[config.mk]
export PLATFORM = sky130hd
export DESIGN_NAME = bomb_placer_flat
export DESIGN_NICKNAME = d
export VERILOG_FILES = /design/src/rtl/bomb_placer_pkg.sv /design/src/rtl/bomb_placer_if.sv /design/src/rtl/bomb_placer_square_hit_reg.sv /design/src/rtl/bomb_placer.sv /design/src/flat_wrapper.sv
export SDC_FILE = /design/constraint.sdc
export NUM_CORES = 1
export LEC_CHECK = 0
export CORE_MARGIN = 2
export CORE_UTILIZATION = 25
export DETAILED_ROUTE_END_ITERATION = 7
export PLACE_DENSITY = 0.5
export SETUP_SLACK_MARGIN = 0.4
export SKIP_CTS_REPAIR_TIMING = 1
export SYNTH_ARGS = -nofsm -noshare
export SYNTH_HDL_FRONTEND = slang
export SYNTH_HIERARCHICAL = 1
export SYNTH_SLANG_ARGS = --single-unit
[constraint.sdc]
create_clock -name clk -period 6.4 [get_ports clk]
set_input_delay 1.28 -clock clk [delete_from_list [all_inputs] [get_ports clk]]
set_output_delay 1.28 -clock clk [all_outputs]
set_load 0.1 [all_outputs]
[src/rtl/bomb_placer_pkg.sv]
// bomb_placer_pkg: bomb FSM states, sprite geometry, video defaults and grid-snap helper.
package bomb_placer_pkg;
   typedef enum logic [1:0] {IDLE, ARMED, EXPLODE} state_t;
   localparam int BOMB_SIZE    = 32;
   localparam int GRID_SHIFT   = 5;
   localparam int VID_SCREEN_W = 640;
   localparam int VID_SCREEN_H = 480;
   // Centre on the grid cell under the player, then keep the whole square on screen.
   function automatic logic [10:0] snap(input logic [10:0] p, input int lim);
      logic [11:0] s;
      s = ({1'b0, p} + 12'd16) & ~12'((1 << GRID_SHIFT) - 1);
      return (s > 12'(lim)) ? 11'(lim) : s[10:0];
   endfunction
endpackage

[src/rtl/bomb_placer_if.sv]
// bomb_placer_if: frame/keypad/pixel inputs and bomb sprite outputs of bomb_placer.
interface bomb_placer_if;
   logic        startOfFrame, placeBomb;
   logic [10:0] playerTopLeftX, playerTopLeftY, pixelX, pixelY;
   logic [10:0] offsetX, offsetY, bombTopLeftX, bombTopLeftY;
   logic        InsideRectangle, bombActive, explodePulse, blastActive;
   modport master (output startOfFrame, placeBomb, playerTopLeftX, playerTopLeftY, pixelX, pixelY,
                   input offsetX, offsetY, bombTopLeftX, bombTopLeftY,
                   input InsideRectangle, bombActive, explodePulse, blastActive);
   modport slave  (input startOfFrame, placeBomb, playerTopLeftX, playerTopLeftY, pixelX, pixelY,
                   output offsetX, offsetY, bombTopLeftX, bombTopLeftY,
                   output InsideRectangle, bombActive, explodePulse, blastActive);
endinterface

[src/rtl/bomb_placer_square_hit_reg.sv]
// square_hit_reg: registered hit test and pixel offset for a SIZE x SIZE sprite square.
module square_hit_reg
   import bomb_placer_pkg::*;
#(
   parameter int SIZE = BOMB_SIZE
) (
   input  logic        clk,
   input  logic        resetN,
   input  logic        i_en,
   input  logic [10:0] i_pixel_x,
   input  logic [10:0] i_pixel_y,
   input  logic [10:0] i_top_x,
   input  logic [10:0] i_top_y,
   output logic        o_inside,
   output logic [10:0] o_offset_x,
   output logic [10:0] o_offset_y
);
   logic [10:0] w_dx, w_dy;
   logic        w_hit;
   logic        r_inside;
   logic [10:0] r_off_x, r_off_y;
   assign w_dx  = i_pixel_x - i_top_x;
   assign w_dy  = i_pixel_y - i_top_y;
   assign w_hit = i_en && (i_pixel_x >= i_top_x) && (w_dx < 11'(SIZE))
                       && (i_pixel_y >= i_top_y) && (w_dy < 11'(SIZE));
   always_ff @(posedge clk or negedge resetN) begin
      if (!resetN) begin
         r_inside <= 1'b0;
         r_off_x  <= '0;
         r_off_y  <= '0;
      end else begin
         r_inside <= w_hit;
         r_off_x  <= w_hit ? w_dx : '0;
         r_off_y  <= w_hit ? w_dy : '0;
      end
   end
   assign o_inside   = r_inside;
   assign o_offset_x = r_off_x;
   assign o_offset_y = r_off_y;
endmodule

[src/rtl/bomb_placer.sv]
// bomb_placer: drops one grid-snapped bomb, runs its fuse and blast in frames, and draws it.
module bomb_placer
   import bomb_placer_pkg::*;
#(
   parameter int FUSE_FRAMES  = 120,
   parameter int BLAST_FRAMES = 30,
   parameter int SCREEN_W     = VID_SCREEN_W,
   parameter int SCREEN_H     = VID_SCREEN_H
) (
   input  logic         clk,
   input  logic         resetN,
   bomb_placer_if.slave bus
);
   state_t      r_state;
   logic [9:0]  r_fuse_cnt, r_blast_cnt;
   logic [10:0] r_bomb_x, r_bomb_y;
   logic        r_explode;
   logic        w_armed;
   assign w_armed = (r_state == ARMED);
   // Placement wins over a coincident frame pulse, so the fuse always runs a full count.
   always_ff @(posedge clk or negedge resetN) begin
      if (!resetN) begin
         r_state     <= IDLE;
         r_fuse_cnt  <= '0;
         r_blast_cnt <= '0;
         r_bomb_x    <= '0;
         r_bomb_y    <= '0;
         r_explode   <= 1'b0;
      end else begin
         r_explode <= 1'b0;
         case (r_state)
            IDLE: if (bus.placeBomb) begin
               r_bomb_x   <= snap(bus.playerTopLeftX, SCREEN_W - BOMB_SIZE);
               r_bomb_y   <= snap(bus.playerTopLeftY, SCREEN_H - BOMB_SIZE);
               r_fuse_cnt <= 10'(FUSE_FRAMES - 1);
               r_state    <= ARMED;
            end
            ARMED: if (bus.startOfFrame) begin
               if (r_fuse_cnt != '0) r_fuse_cnt <= r_fuse_cnt - 10'd1;
               else begin
                  r_explode   <= 1'b1;
                  r_blast_cnt <= 10'(BLAST_FRAMES - 1);
                  r_state     <= EXPLODE;
               end
            end
            EXPLODE: if (bus.startOfFrame) begin
               if (r_blast_cnt != '0) r_blast_cnt <= r_blast_cnt - 10'd1;
               else r_state <= IDLE;
            end
            default: r_state <= IDLE;
         endcase
      end
   end
   square_hit_reg #(.SIZE(BOMB_SIZE)) u_hit (
      .clk        (clk),
      .resetN     (resetN),
      .i_en       (w_armed),
      .i_pixel_x  (bus.pixelX),
      .i_pixel_y  (bus.pixelY),
      .i_top_x    (r_bomb_x),
      .i_top_y    (r_bomb_y),
      .o_inside   (bus.InsideRectangle),
      .o_offset_x (bus.offsetX),
      .o_offset_y (bus.offsetY)
   );
   assign bus.bombActive   = w_armed;
   assign bus.blastActive  = (r_state == EXPLODE);
   assign bus.explodePulse = r_explode;
   assign bus.bombTopLeftX = r_bomb_x;
   assign bus.bombTopLeftY = r_bomb_y;
endmodule

[src/flat_wrapper.sv]
// flat-port wrapper written by rule: the top's interface ports become plain ports
module bomb_placer_flat import bomb_placer_pkg::*;
#(
   parameter int FUSE_FRAMES  = 120,
   parameter int BLAST_FRAMES = 30,
   parameter int SCREEN_W     = VID_SCREEN_W,
   parameter int SCREEN_H     = VID_SCREEN_H
)
  (clk, resetN, bus_startOfFrame, bus_placeBomb, bus_playerTopLeftX, bus_playerTopLeftY, bus_pixelX, bus_pixelY, bus_offsetX, bus_offsetY, bus_bombTopLeftX, bus_bombTopLeftY, bus_InsideRectangle, bus_bombActive, bus_explodePulse, bus_blastActive);
  bomb_placer_if bus_i ();
  input  logic clk;
  input  logic resetN;
  input wire logic [$bits(bus_i.startOfFrame)-1:0] bus_startOfFrame;
  input wire logic [$bits(bus_i.placeBomb)-1:0] bus_placeBomb;
  input wire logic [$bits(bus_i.playerTopLeftX)-1:0] bus_playerTopLeftX;
  input wire logic [$bits(bus_i.playerTopLeftY)-1:0] bus_playerTopLeftY;
  input wire logic [$bits(bus_i.pixelX)-1:0] bus_pixelX;
  input wire logic [$bits(bus_i.pixelY)-1:0] bus_pixelY;
  output wire logic [$bits(bus_i.offsetX)-1:0] bus_offsetX;
  output wire logic [$bits(bus_i.offsetY)-1:0] bus_offsetY;
  output wire logic [$bits(bus_i.bombTopLeftX)-1:0] bus_bombTopLeftX;
  output wire logic [$bits(bus_i.bombTopLeftY)-1:0] bus_bombTopLeftY;
  output wire logic [$bits(bus_i.InsideRectangle)-1:0] bus_InsideRectangle;
  output wire logic [$bits(bus_i.bombActive)-1:0] bus_bombActive;
  output wire logic [$bits(bus_i.explodePulse)-1:0] bus_explodePulse;
  output wire logic [$bits(bus_i.blastActive)-1:0] bus_blastActive;
  assign bus_i.startOfFrame = bus_startOfFrame;
  assign bus_i.placeBomb = bus_placeBomb;
  assign bus_i.playerTopLeftX = bus_playerTopLeftX;
  assign bus_i.playerTopLeftY = bus_playerTopLeftY;
  assign bus_i.pixelX = bus_pixelX;
  assign bus_i.pixelY = bus_pixelY;
  assign bus_offsetX = bus_i.offsetX;
  assign bus_offsetY = bus_i.offsetY;
  assign bus_bombTopLeftX = bus_i.bombTopLeftX;
  assign bus_bombTopLeftY = bus_i.bombTopLeftY;
  assign bus_InsideRectangle = bus_i.InsideRectangle;
  assign bus_bombActive = bus_i.bombActive;
  assign bus_explodePulse = bus_i.explodePulse;
  assign bus_blastActive = bus_i.blastActive;
  bomb_placer #(.FUSE_FRAMES(FUSE_FRAMES), .BLAST_FRAMES(BLAST_FRAMES), .SCREEN_W(SCREEN_W), .SCREEN_H(SCREEN_H)) u_core (.clk(clk), .resetN(resetN), .bus(bus_i));
endmodule
# Word level (Yosys, flattened, before mapping)
# Cells that the tools add are included.
# Widths: inputs -> output; s select.
dict set report classes {
  add_sub_neg 6
  mul 0
  div 0
  magnitude_cmp 6
  n_eq_ne 9
  shift 0
  muxes 22
  bitwise 0
  reduce_logical 13
}
# cell count
set ops {}
lappend ops {{$mux 10} 7}
lappend ops {{$mux 11} 4}
lappend ops {{$pmux 10 s2} 2}
lappend ops {{$add 11x5->12 const B} 2}
lappend ops {{$ge 11x11->1} 2}
lappend ops {{$lt 11x6->1 const B} 2}
lappend ops {{$sub 11x11->11} 2}
lappend ops {{$reduce_bool 10->1} 2}
lappend ops {{$sub 10x1->10 const B} 2}
lappend ops {{$gt 12x10->1 const B} 1}
lappend ops {{$gt 12x9->1 const B} 1}
lappend ops {{$mux 2} 5}
lappend ops {{$ne 2x2->1 const B} 5}
lappend ops {{$reduce_and 5->1} 2}
lappend ops {{$pmux 2 s3} 1}
lappend ops {{$logic_and 1x1->1} 4}
lappend ops {{$ne 2x1->1 const B} 2}
lappend ops {{$reduce_and 4->1} 1}
lappend ops {{$reduce_bool 2->1} 2}
lappend ops {{$mux 1} 3}
lappend ops {{$eq 2x1->1 const B} 1}
lappend ops {{$eq 2x2->1 const B} 1}
lappend ops {{$logic_not 2->1} 1}
lappend ops {{$reduce_and 2->1} 1}
dict set report totals {
  register_bits 68
  latch_bits 0
  ram_bits 0
  romBits 0
  inputBits 48
  mem_count 0
}

# Logic depth before layout (Yosys ltp)
# Gate-level depths: netlist (run 1).
dict set report logic_depth {
  word_depth 6
  mapped_depth 11
}

# Modules after synthesis
# Netlist (run 1), hierarchy kept.
# module n_inst cells_each area_per_inst_um2 seq_area_each_um2
set modules_own_cells {}
lappend modules_own_cells {bomb_placer 1 225 2100.8 875.8}
lappend modules_own_cells {square_hit_reg 1 227 2073.2 575.6}

# Worst setup path before layout (run 1)
# No wires, ideal clock.
dict set report synth_path {
  path_type {register -> register}
  start {register u_core.r_state[1]}
  end {register u_core.u_hit.r_inside (netlist: u_core/u_hit/o_inside)}
  setup_time_ns 0.097
  arrival_time_ns 3.424
  required_time_ns 6.303
  path_slack_ns 2.880
  path_stages_with_launch 9
  path_buffers 2
  path_cell_list {dfrtp_1 > clkbuf_1 > nor2b_1 > a21boi_0 > o2111ai_1 > a2111oi_0 > nand4_1 > buf_2 > nor4_2}
}
dict set report synth_between {
  elab_chain_cells 5
}
# element line
set synth_rtl {}
lappend synth_rtl {{start, declared} bomb_placer.sv:14} ;# state_t r_state;
lappend synth_rtl {{start signal, assigned} bomb_placer.sv:23} ;# r_state <= IDLE;
lappend synth_rtl {{start signal, assigned} bomb_placer.sv:36} ;# r_state <= ARMED;
lappend synth_rtl {{start signal, assigned} bomb_placer.sv:43} ;# r_state <= EXPLODE;
lappend synth_rtl {{$eq 2x1->1} bomb_placer.sv:19} ;# assign w_armed = (r_state == ARMED);
lappend synth_rtl {{via bus_bombActive} flat_wrapper.sv:24} ;# output wire logic [$bits(bus_i.bombActive)-1:0] bus_bombActive;
lappend synth_rtl {{$logic_and 1x1->1 (2 in a row)} bomb_placer_square_hit_reg.sv:24} ;# assign w_hit = i_en && (i_pixel_x >= i_top_x) && (w_dx < 11'(SIZE))
lappend synth_rtl {{$logic_and 1x1->1 (2 in a row)} bomb_placer_square_hit_reg.sv:25} ;# && (i_pixel_y >= i_top_y) && (w_dy < 11'(SIZE));
lappend synth_rtl {{via u_core.u_hit.w_hit} bomb_placer_square_hit_reg.sv:19} ;# logic w_hit;
lappend synth_rtl {{end signal, assigned} bomb_placer_square_hit_reg.sv:32} ;# r_inside <= w_hit;
lappend synth_rtl {{end, declared} bomb_placer_square_hit_reg.sv:20} ;# logic r_inside;
# The timed path passes the listed nets, and every way through them passes these cells.
# A chain may end at the register's enable or synchronous reset.

# Worst setup path in the final report (run 1)
dict set report layout_path {
  start {register u_core.r_state[0]}
  end {output port bus_bombActive}
}
dict set report layout_between {
  elab_chain_cells 1
}
# element line
set layout_rtl {}
lappend layout_rtl {{$eq 2x1->1} bomb_placer.sv:19}
lappend layout_rtl {{end, declared} flat_wrapper.sv:24}
# Every way passes these cells.

==> impl_metrics.csv, run 1 <==
group,metric,value,unit
timing,finalSetupViolations,0,
placed_design,hpwl,7780,microns
timing,worst_clock_skew,0.0113,ns
logic_synthesis,yosys-top-cells-area,"dfrtp_1 (35%), ha_1 (8.4%), inv_1 (3.3%)",
hold_path,hp-class,"flip-flop to flip-flop",
final_layout,finalNonFillerCells,767,
clocking,cts_buffers,9,
grt,grt_max_degree,59,
grt,grt_pass1_wl,17100,microns
route,drc,0,
timing,tightest_slew,0.981,ns
logic_synthesis,synthTopCellsByCount,"dfrtp_1 (58), inv_1 (37), nor2_1 (32)",
clocking,root_buffer,"clkbuf_16",
pwr,powerDensity,343,nW/um^2
pwr,clkPwrFrac,24.7,%
final_layout,n_antenna_cell,0,
pwr,leakagePower,2.25,nW
route,antenna_left,0,
floorplan,initial_utilization,25.3,%
timing,fin_crit,4.01,ns
clocking,cts.sinks,58,
floorplan,die_area,17700,sq um
route,vias_per_cell,4.60,
floorplan,num_rows,47,
logic_synthesis,synth_warnings,6,
route,first_pass_iters,4,
final_layout,regArea,1450,sq um
logic_synthesis,synthFlopType,"dfrtp_1",
final_layout,fin_nets,620,
worst_setup_path,max_stage_delay,1.26,ns
floorplan,die-width,133,microns
route,finalWirelength,10300,microns
pwr,internal_power,0.00103,W
floorplan,pin_count,96,
timing,finalSetupTns,0,ns
final_layout,final_layout_size_suffix_gt1_share,9.51,%
final_layout,nFillCells,1673,
worst_setup_path,end_kind,"output pin",
clocking,clk_pin_slew,0.05,ns
timing,report.final.slew_viol_count,0,
final_layout,syn_to_final_growth,30.9,%
logic_synthesis,yosysUniqueCellTypes,76,
worst_setup_path,startpoint_type,"flip-flop",
clocking,cts_tree,"yes",
grt,grt_usage,11.9,%
timing,finalCritPeriodShare,62.7,%
worst_setup_path,cp_cell_sequence,"nor2b_1, clkdlybuf4s50_1",
flow_run,max_cap_violations,0,
timing,relSlewSlack,34.4,%
logic_synthesis,synth_top_area_share,34.8,%
placed_design,port_buffers,77,
final_layout,multiInputGateArea,2520,sq um
route,vias,3526,
grt,grt_pass1_vias,3432,
timing,hold_viol_final,0,
route,first_iter_violations,207,
floorplan,core-area,16500,sq um
pwr,peakVddDrop,275,uV
route,wire_per_inst,13.4,microns
logic_synthesis,synth_edf_count,0,
placed_design,numPlacedInstances,751,
worst_setup_path,worst_path_max_delay_cell,"clkdlybuf4s50_1",
grt,grt_overflow,0,
logic_synthesis,synthesis.area,4170,sq um
logic_synthesis,yosysTopAreaCell,"dfrtp_1",
logic_synthesis,avgSynthCellArea,9.23,sq um
clocking,htreeDepth,3,
pwr,sequentialPowerShare,27.0,%
timing,rsz0062_at_grt,"no",
worst_setup_path,crit_type,"flip-flop to output pin",
clocking,clock_latency,0.33,ns
run_status,status,"completed",
placed_design,gp_congestion,0.872,
logic_synthesis,synthArstFlopShare,100,%
pwr,p_switching,0.000845,W
logic_synthesis,yosysMostFrequentCell,"dfrtp_1",
grt,antenna_found_initial,0,
pwr,pwr-share-comb,48.3,%
worst_setup_path,worstPathRequired,5.12,ns
timing,timing.fmax,249,MHz
logic_synthesis,synth.yosys.seq_area_share,34.8,%
floorplan,die_y,133,microns
clocking,clock_path_buffers,2,
pwr,swShare,45.2,%
worst_setup_path,path_buf_inv,1,
worst_setup_path,worstPathArrival,2.73,ns
worst_setup_path,critPathTopFamily,"buffers and inverters",
logic_synthesis,synth_cells,452,
logic_synthesis,yosys_register_bits,58,
worst_setup_path,critPathMaxFanout,11,
-- power by group through the flow --
| stage | Combinational (W) | Sequential [W] | Clock, W |
|---|---|---|---|
| floorplan | 0.000510 | 0.000698 | 0 |
| global placement | 0.000891 | 0.000509 | 0 |
| detailed placement | 0.000900 | 0.000510 | 0 |
| CTS | 0.000904 | 0.000505 | 0.000476 |
| global route | 0.000981 | 0.000518 | 0.000495 |
| finish | 0.000904 | 0.000505 | 0.000462 |
-- worst register-to-register path, stage by stage (launching register included) --
cell       delay [ns]
dfrtp_1          0.50
nor2b_1          0.64
a21boi_0         0.26
o2111ai_1        0.16
a2111oi_0        0.39
nand4_1          0.64
nor4_2           0.51
-- final timing paths --
check,from,to,slack [ns],depth (start not counted)
worst max-delay path,u_core/r_state[0],bus_bombActive,2.39,2
min in group asynchronous,resetN,u_core/u_hit/o_offset_x[0],1.10,2
max in group asynchronous,resetN,u_core/bus.bombTopLeftY[6],4.80,2
worst min register to register,u_core/r_fuse_cnt[4],u_core/r_fuse_cnt[4],0.51,1
worst max register to register,u_core/r_state[0],u_core/u_hit/o_offset_y[4],3.18,6
worst min-delay path,u_core/r_fuse_cnt[4],u_core/r_fuse_cnt[4],0.51,1
-- sequential cells by signal (all words and copies together), names as in the netlist --
| register | cells |
|---|---|
| u_core/u_hit/o_offset_y | 11 |
| u_core/u_hit/o_offset_x | 11 |
| u_core/bus.bombTopLeftX | 6 |
| u_core/r_blast_cnt | 10 |
| u_core/bus.bombTopLeftY | 6 |
| u_core/r_fuse_cnt | 10 |
| u_core/u_hit/o_inside | 1 |
| u_core/r_state | 2 |
| u_core/bus.explodePulse | 1 |
-- cells by family (layout without fill, tap and decap cells) --
family	Yosys count	count (layout)	synth area share (%)
XOR/XNOR	21	21	4.41
AND/OR/NAND/NOR	169	169	25.9
flip-flops	58	58	34.8
multiplexers	6	6	1.47
AO/OA/AOI/OAI	98	98	16.4
buffers and inverters	68	133	7.49
adder cells (fa/ha/maj)	30	30	9.35
other	2	32	0.180
-- layout make-up --
cell class | count | area share (%)
Multi-Input combinational cell | 356 | 46.2
Sequential cell | 58 | 26.6
Timing Repair Buffer | 79 | 14.3
Tap cell | 220 | 5.04
Clock buffer | 10 | 4.19
Inverter | 38 | 2.70
Clock inverter | 6 | 1.05
-- routing by layer --
metal	vias to the layer above	GRT usage [%]	routed length, microns
li1	1796	-	-
met1	1644	16.0	5040
met2	80	18.4	4520
met3	6	3.96	626
met4	0	2.96	74
met5	-	0	0
-- cells in the final DEF, fill, tap and decap left out, types with 6 or more instances in the layout --
master and instances:
nor2_1 32, clkbuf_16 9, a211oi_1 6, xor2_1 11, xnor2_1 10, nor3_1 11, ha_1 28, dfrtp_1 58
o21ai_0 13, clkdlybuf4s50_1 76, inv_1 37, nand4_1 14, a21o_1 8, a21oi_1 22, nor4_2 10, a31oi_1 11
nand3_1 16, nand2_1 19, conb_1 32, nor2b_1 6
-- metrics by stage --
stage / util (%) / hold WS (ns) / total power (W) / cell area, sq um / setup slack (ns)
final: 33.2 / 0.510 / 0.00187 / 5460 / 2.39
after global routing: 33.2 / 0.538 / 0.00199 / 5460 / 2.09
after CTS: 33.2 / 0.508 / 0.00188 / 5460 / 2.33
after detailed placement: 31.4 / 0.501 / 0.00141 / 5180 / 2.02
after global placement: 31.4 / 0.493 / 0.00140 / 5180 / 2.12
after floorplan: - / 0.464 / 0.00121 / 4290 / 2.88
Note: power is estimated with default switching activity, not from simulation.
==> run 2, diff against run 1 <==
PLACE_DENSITY = 0.51   (was 0.5)
clock period = 3.25 ns   (was 6.4 ns; I/O delays follow)
==> run 2 against run 1 <==
  * Global-route usage up 0.13 points
  * Final area up 3.8%
  * Setup slack worse by 1.9 ns
  * Clock skew down 0.0049 ns
  * Cell count up 2.1%
  * Total power up 110%
  * Sequential power up 96%
  * Critical path type is now input port to flip-flop
  * Largest cell class unchanged
==> impl_metrics.csv, run 2 (synthesis results as in run 1) <==
group,metric,value,unit
floorplan,num_rows,47,
worst_setup_path,worstPathArrival,3.04,ns
floorplan,die_area,17700,sq um
placed_design,hpwl,8090,microns
floorplan,pin_count,96,
worst_setup_path,rrSetupSlack,0.75,ns
worst_setup_path,cp_cell_sequence,"clkdlybuf4s50_1, ha_4, nand3_1, o211ai_1, mux2i_1, or4b_4, nor4_4",
worst_setup_path,worstPathRequired,3.48,ns
route,vias,3623,
pwr,powerDensity,682,nW/um^2
clocking,clock_path_buffers,2,
floorplan,die_y,133,microns
timing,hold_viol_final,0,
hold_path,hp-class,"input port to async pin",
clocking,clock_latency,0.33,ns
worst_setup_path,timing.rr.start,"u_core/bus.bombTopLeftX[5]",
pwr,leakagePower,2.44,nW
clocking,cts_buffers,9,
clocking,root_buffer,"clkbuf_16",
timing,relSlewSlack,57.0,%
route,finalWirelength,10400,microns
worst_setup_path,critPathMaxFanout,6,
grt,grt_pass1_vias,3390,
timing,timing.fmax,356,MHz
timing,tightest_slew,0.639,ns
placed_design,port_buffers,77,
timing,finalCritPeriodShare,86.3,%
final_layout,n_antenna_cell,0,
clocking,clk_pin_slew,0.05,ns
timing,finalSetupViolations,0,
grt,grt_pass1_wl,17000,microns
worst_setup_path,max_stage_delay,0.62,ns
placed_design,gp_congestion,0.866,
worst_setup_path,r2r_cells,7,
floorplan,core-area,16500,sq um
final_layout,final_cell_mix,"dfrtp_1 (57), buf_4 (54), clkdlybuf4s50_1 (37), inv_1 (37)",
run_status,status,"completed",
grt,grt_overflow,0,
route,first_iter_violations,181,
worst_setup_path,startpoint_type,"input port",
timing,worst_clock_skew,0.00634,ns
grt,grt_max_degree,30,
flow_run,max_cap_violations,0,
pwr,peakVddDrop,367,uV
clocking,cts_tree,"yes",
route,antenna_left,0,
worst_setup_path,end_kind,"flip-flop",
timing,rsz0062_at_grt,"yes",
grt,antenna_found_initial,0,
timing,finalSetupTns,0,ns
placed_design,placed_area,5180,sq um
floorplan,die-width,133,microns
route,vias_per_cell,4.63,
floorplan,initial_utilization,25.3,%
final_layout,final_layout_size_suffix_gt1_share,21.1,%
worst_setup_path,worst_path_max_delay_cell,"or4b_4",
final_layout,final_common_cell,"dfrtp_1",
final_layout,fin_nets,636,
timing,fin_crit,2.81,ns
grt,grt_usage,12.0,%
worst_setup_path,r2r_end,"u_core/u_hit/o_offset_y[0]",
route,drc,0,
route,wire_per_inst,13.3,microns
worst_setup_path,crit_type,"input port to flip-flop",
timing,report.final.slew_viol_count,0,
clocking,cts.sinks,58,
clocking,htreeDepth,3,
final_layout,syn_to_final_growth,35.9,%
final_layout,fin_area,5670,sq um
route,first_pass_iters,4,
-- run 2: worst max-delay path by stage --
stage | start | slack, ns | to | depth (start not counted)
global route | bus_pixelX[10] | 0.38 | u_core/u_hit/o_offset_y[0] | 9
CTS | bus_pixelY[10] | 0.38 | u_core/u_hit/o_offset_x[0] | 9
finish | bus_pixelX[4] | 0.44 | u_core/u_hit/o_offset_y[0] | 7
global placement | bus_pixelY[10] | 0.06 | u_core/u_hit/o_offset_x[0] | 9
floorplan | u_core/bus.bombTopLeftY[6] | 0.42 | u_core/u_hit/o_inside | 9
detailed placement | bus_pixelY[10] | 0.02 | u_core/u_hit/o_offset_x[0] | 9
-- run 2: per-stage QoR --
stage                     worst slack [ns]  std cells  hold WS [ns]  util, %  power, W
after CTS                            0.377        779         0.347     33.3   0.00378
after global routing                 0.375        783         0.384     34.5   0.00413
after global placement              0.0597        763         0.493     31.5   0.00278
final                                0.445        783         0.339     34.5   0.00387
after floorplan                      0.418        482         0.354        -   0.00238
after detailed placement            0.0178        763         0.498     31.5   0.00280
-- run 2: report_power, final --
group,total [W],internal (W),switching [W]
clock network,0.000945,0.000629,0.000317
logic,0.00193,0.000660,0.00127
registers,0.000991,0.000849,0.000143
total,0.00387,0.00214,0.00173
-- run 2: routing by layer --
metal / vias up / track usage [%] / wire [microns]
li1: 1839 / - / -
met1: 1660 / 16.4 / 5030
met2: 112 / 17.3 / 4420
met3: 12 / 4.68 / 843
met4: 0 / 4.08 / 134
met5: - / 0 / 0
-- run 2: critical path, delay by kind of cell --
| kind | cells | cell delay, ns |
|---|---|---|
| fa+ha+maj | 1 | 0.32 |
| buf+inv | 1 | 0.45 |
| compound gates | 1 | 0.30 |
| simple gates | 3 | 0.99 |
| mux | 1 | 0.33 |
-- run 2: final cells by class --
type                       count  area, sq um
multi-input combinational    357         2690
sequential                    58         1450
fill                        1701        10800
timing repair buffer          94          805
clock buffer                  11          253
clock inverter                 5         52.6
inverter                      38          148
tap                          220          275
==> run 3, diff against run 2 <==
PLACE_DENSITY = not set   (was 0.51)
PLACE_DENSITY_LB_ADDON = 0.08   (was not set)
==> run 3 against run 2 <==
  * First-iteration DRC count rose by 1.7%
  * Worst hold slack gained 0.011 ns
  * Core utilization increased by 0.27 points
  * Die area unchanged
  * Sequential share of layout area decreased by 0.20 points
  * Non-clock buffer count rose by 8
  * Critical path depth increased by 2
  * Total power up 1.8%
  * Critical endpoint is now u_core/u_hit/o_offset_y[3]
  * Largest power group unchanged
==> impl_metrics.csv, run 3 (synthesis results as in run 1) <==
group,metric,value,unit
hold_path,hp-class,"input port to async pin",
route,vias_per_cell,4.61,
grt,grt_overflow,0,
pwr,sequentialPowerShare,25.2,%
timing,finalSetupViolations,0,
final_layout,syn_to_final_growth,37.0,%
clocking,root_buffer,"clkbuf_16",
floorplan,core-area,16500,sq um
route,vias,3645,
worst_setup_path,r2r_cells,7,
timing,finalSetupTns,0,ns
route,wire_per_inst,14.1,microns
route,first_pass_iters,4,
worst_setup_path,worstPathArrival,2.98,ns
final_layout,final_util,34.7,%
clocking,clock_path_buffers,2,
final_layout,n_antenna_cell,0,
grt,grt_pass1_wl,18000,microns
timing,rsz0062_at_grt,"no",
final_layout,final_cell_mix,"buf_4 (62), dfrtp_1 (57), inv_1 (37), clkdlybuf4s50_1 (34)",
worst_setup_path,critPathMaxFanout,11,
timing,report.final.slew_viol_count,0,
timing,fin_crit,2.76,ns
timing,finalCritPeriodShare,84.9,%
floorplan,initial_utilization,25.3,%
final_layout,fin_nets,644,
timing,tightest_slew,0.700,ns
worst_setup_path,end_kind,"flip-flop",
timing,worst_clock_skew,0.0100,ns
pwr,internal_power,0.00216,W
grt,antenna_found_initial,0,
worst_setup_path,startpoint_type,"input port",
floorplan,die-width,133,microns
placed_design,placed_area,5220,sq um
route,antenna_left,0,
clocking,clock_latency,0.33,ns
pwr,leakagePower,2.50,nW
pwr,pwr-share-comb,50.7,%
pwr,peakVddDrop,359,uV
placed_design,hpwl,8420,microns
grt,grt_pass1_vias,3614,
clocking,cts_buffers,9,
worst_setup_path,worstPathRequired,3.47,ns
flow_run,max_cap_violations,0,
grt,grt_max_degree,30,
clocking,htreeDepth,3,
timing,timing.fmax,362,MHz
clocking,cts.sinks,58,
route,first_iter_violations,184,
floorplan,die_area,17700,sq um
final_layout,final_common_cell,"buf_4",
placed_design,port_buffers,77,
pwr,swShare,45.3,%
route,drc,0,
floorplan,num_rows,47,
grt,grt_usage,12.7,%
timing,relSlewSlack,53.0,%
worst_setup_path,crit_type,"input port to flip-flop",
route,finalWirelength,11200,microns
worst_setup_path,r2r_end,"u_core/u_hit/o_offset_y[4]",
pwr,clkPwrFrac,24.1,%
final_layout,fin_area,5720,sq um
floorplan,pin_count,96,
clocking,cts_tree,"yes",
worst_setup_path,rrSetupSlack,0.74,ns
pwr,p_switching,0.00178,W
clocking,clk_pin_slew,0.05,ns
placed_design,gp_congestion,0.814,
floorplan,die_y,133,microns
pwr,powerDensity,689,nW/um^2
final_layout,final_layout_size_suffix_gt1_share,22.1,%
timing,hold_viol_final,0,
run_status,status,"completed",
worst_setup_path,timing.rr.start,"u_core/bus.bombTopLeftX[5]",
[run 3: worst max path at each step]
stage / end / slack, ns / depth (start not counted) / start
detailed placement: u_core/u_hit/o_offset_x[0] / 0.05 / 7 / bus_pixelX[4]
global route: u_core/u_hit/o_offset_y[3] / 0.38 / 9 / bus_pixelX[2]
global placement: u_core/u_hit/o_offset_y[4] / 0.05 / 9 / bus_pixelY[10]
CTS: u_core/u_hit/o_offset_x[0] / 0.38 / 7 / bus_pixelX[4]
finish: u_core/u_hit/o_offset_y[3] / 0.49 / 9 / bus_pixelX[2]
floorplan: u_core/u_hit/o_inside / 0.42 / 9 / u_core/bus.bombTopLeftY[6]
[run 3: through the flow]
step                power, W  hold slack, ns  setup WS [ns]  std cells
floorplan            0.00238           0.354          0.418        482
global placement     0.00283           0.503         0.0527        768
detailed placement   0.00284           0.503         0.0467        768
CTS                  0.00381           0.373          0.377        784
global route         0.00419           0.411          0.378        791
finish               0.00394           0.350          0.489        791
[run 3: final cells by class]
type / count / area, sq um
fillers: 1748 / 10700
repair buffers: 102 / 872
well taps: 220 / 275
multi-input cells: 357 / 2680
inverters: 38 / 148
clock inverters: 5 / 53.8
clock buffers: 11 / 243
flip-flops and latches: 58 / 1450
[run 3: power groups by stage]
stage          clock [W]  sequential (W)  combinational (W)
6_report        0.000948        0.000994            0.00200
2_1_floorplan          0         0.00137            0.00101
3_3_place_gp           0         0.00101            0.00182
4_1_cts         0.000982        0.000995            0.00184
3_5_place_dp           0         0.00101            0.00183
5_1_grt          0.00102         0.00102            0.00215
[run 3: critical path, cell delays in order]
cell             delay, ns
clkdlybuf4s50_1       0.40
ha_1                  0.31
buf_4                 0.15
nand3_1               0.11
or2_2                 0.30
a41oi_1               0.28
a2111o_2              0.28
nand4_1               0.18
nor4_4                0.30
[run 3: per-layer routing]
layer | global-route usage, % | vias to the layer above | part of all wire (%)
li1 | - | 1845 | -
met5 | 0 | - | 0
met4 | 5.73 | 0 | 2.2
met1 | 17.2 | 1697 | 50
met3 | 3.42 | 18 | 5.1
met2 | 18.9 | 85 | 43
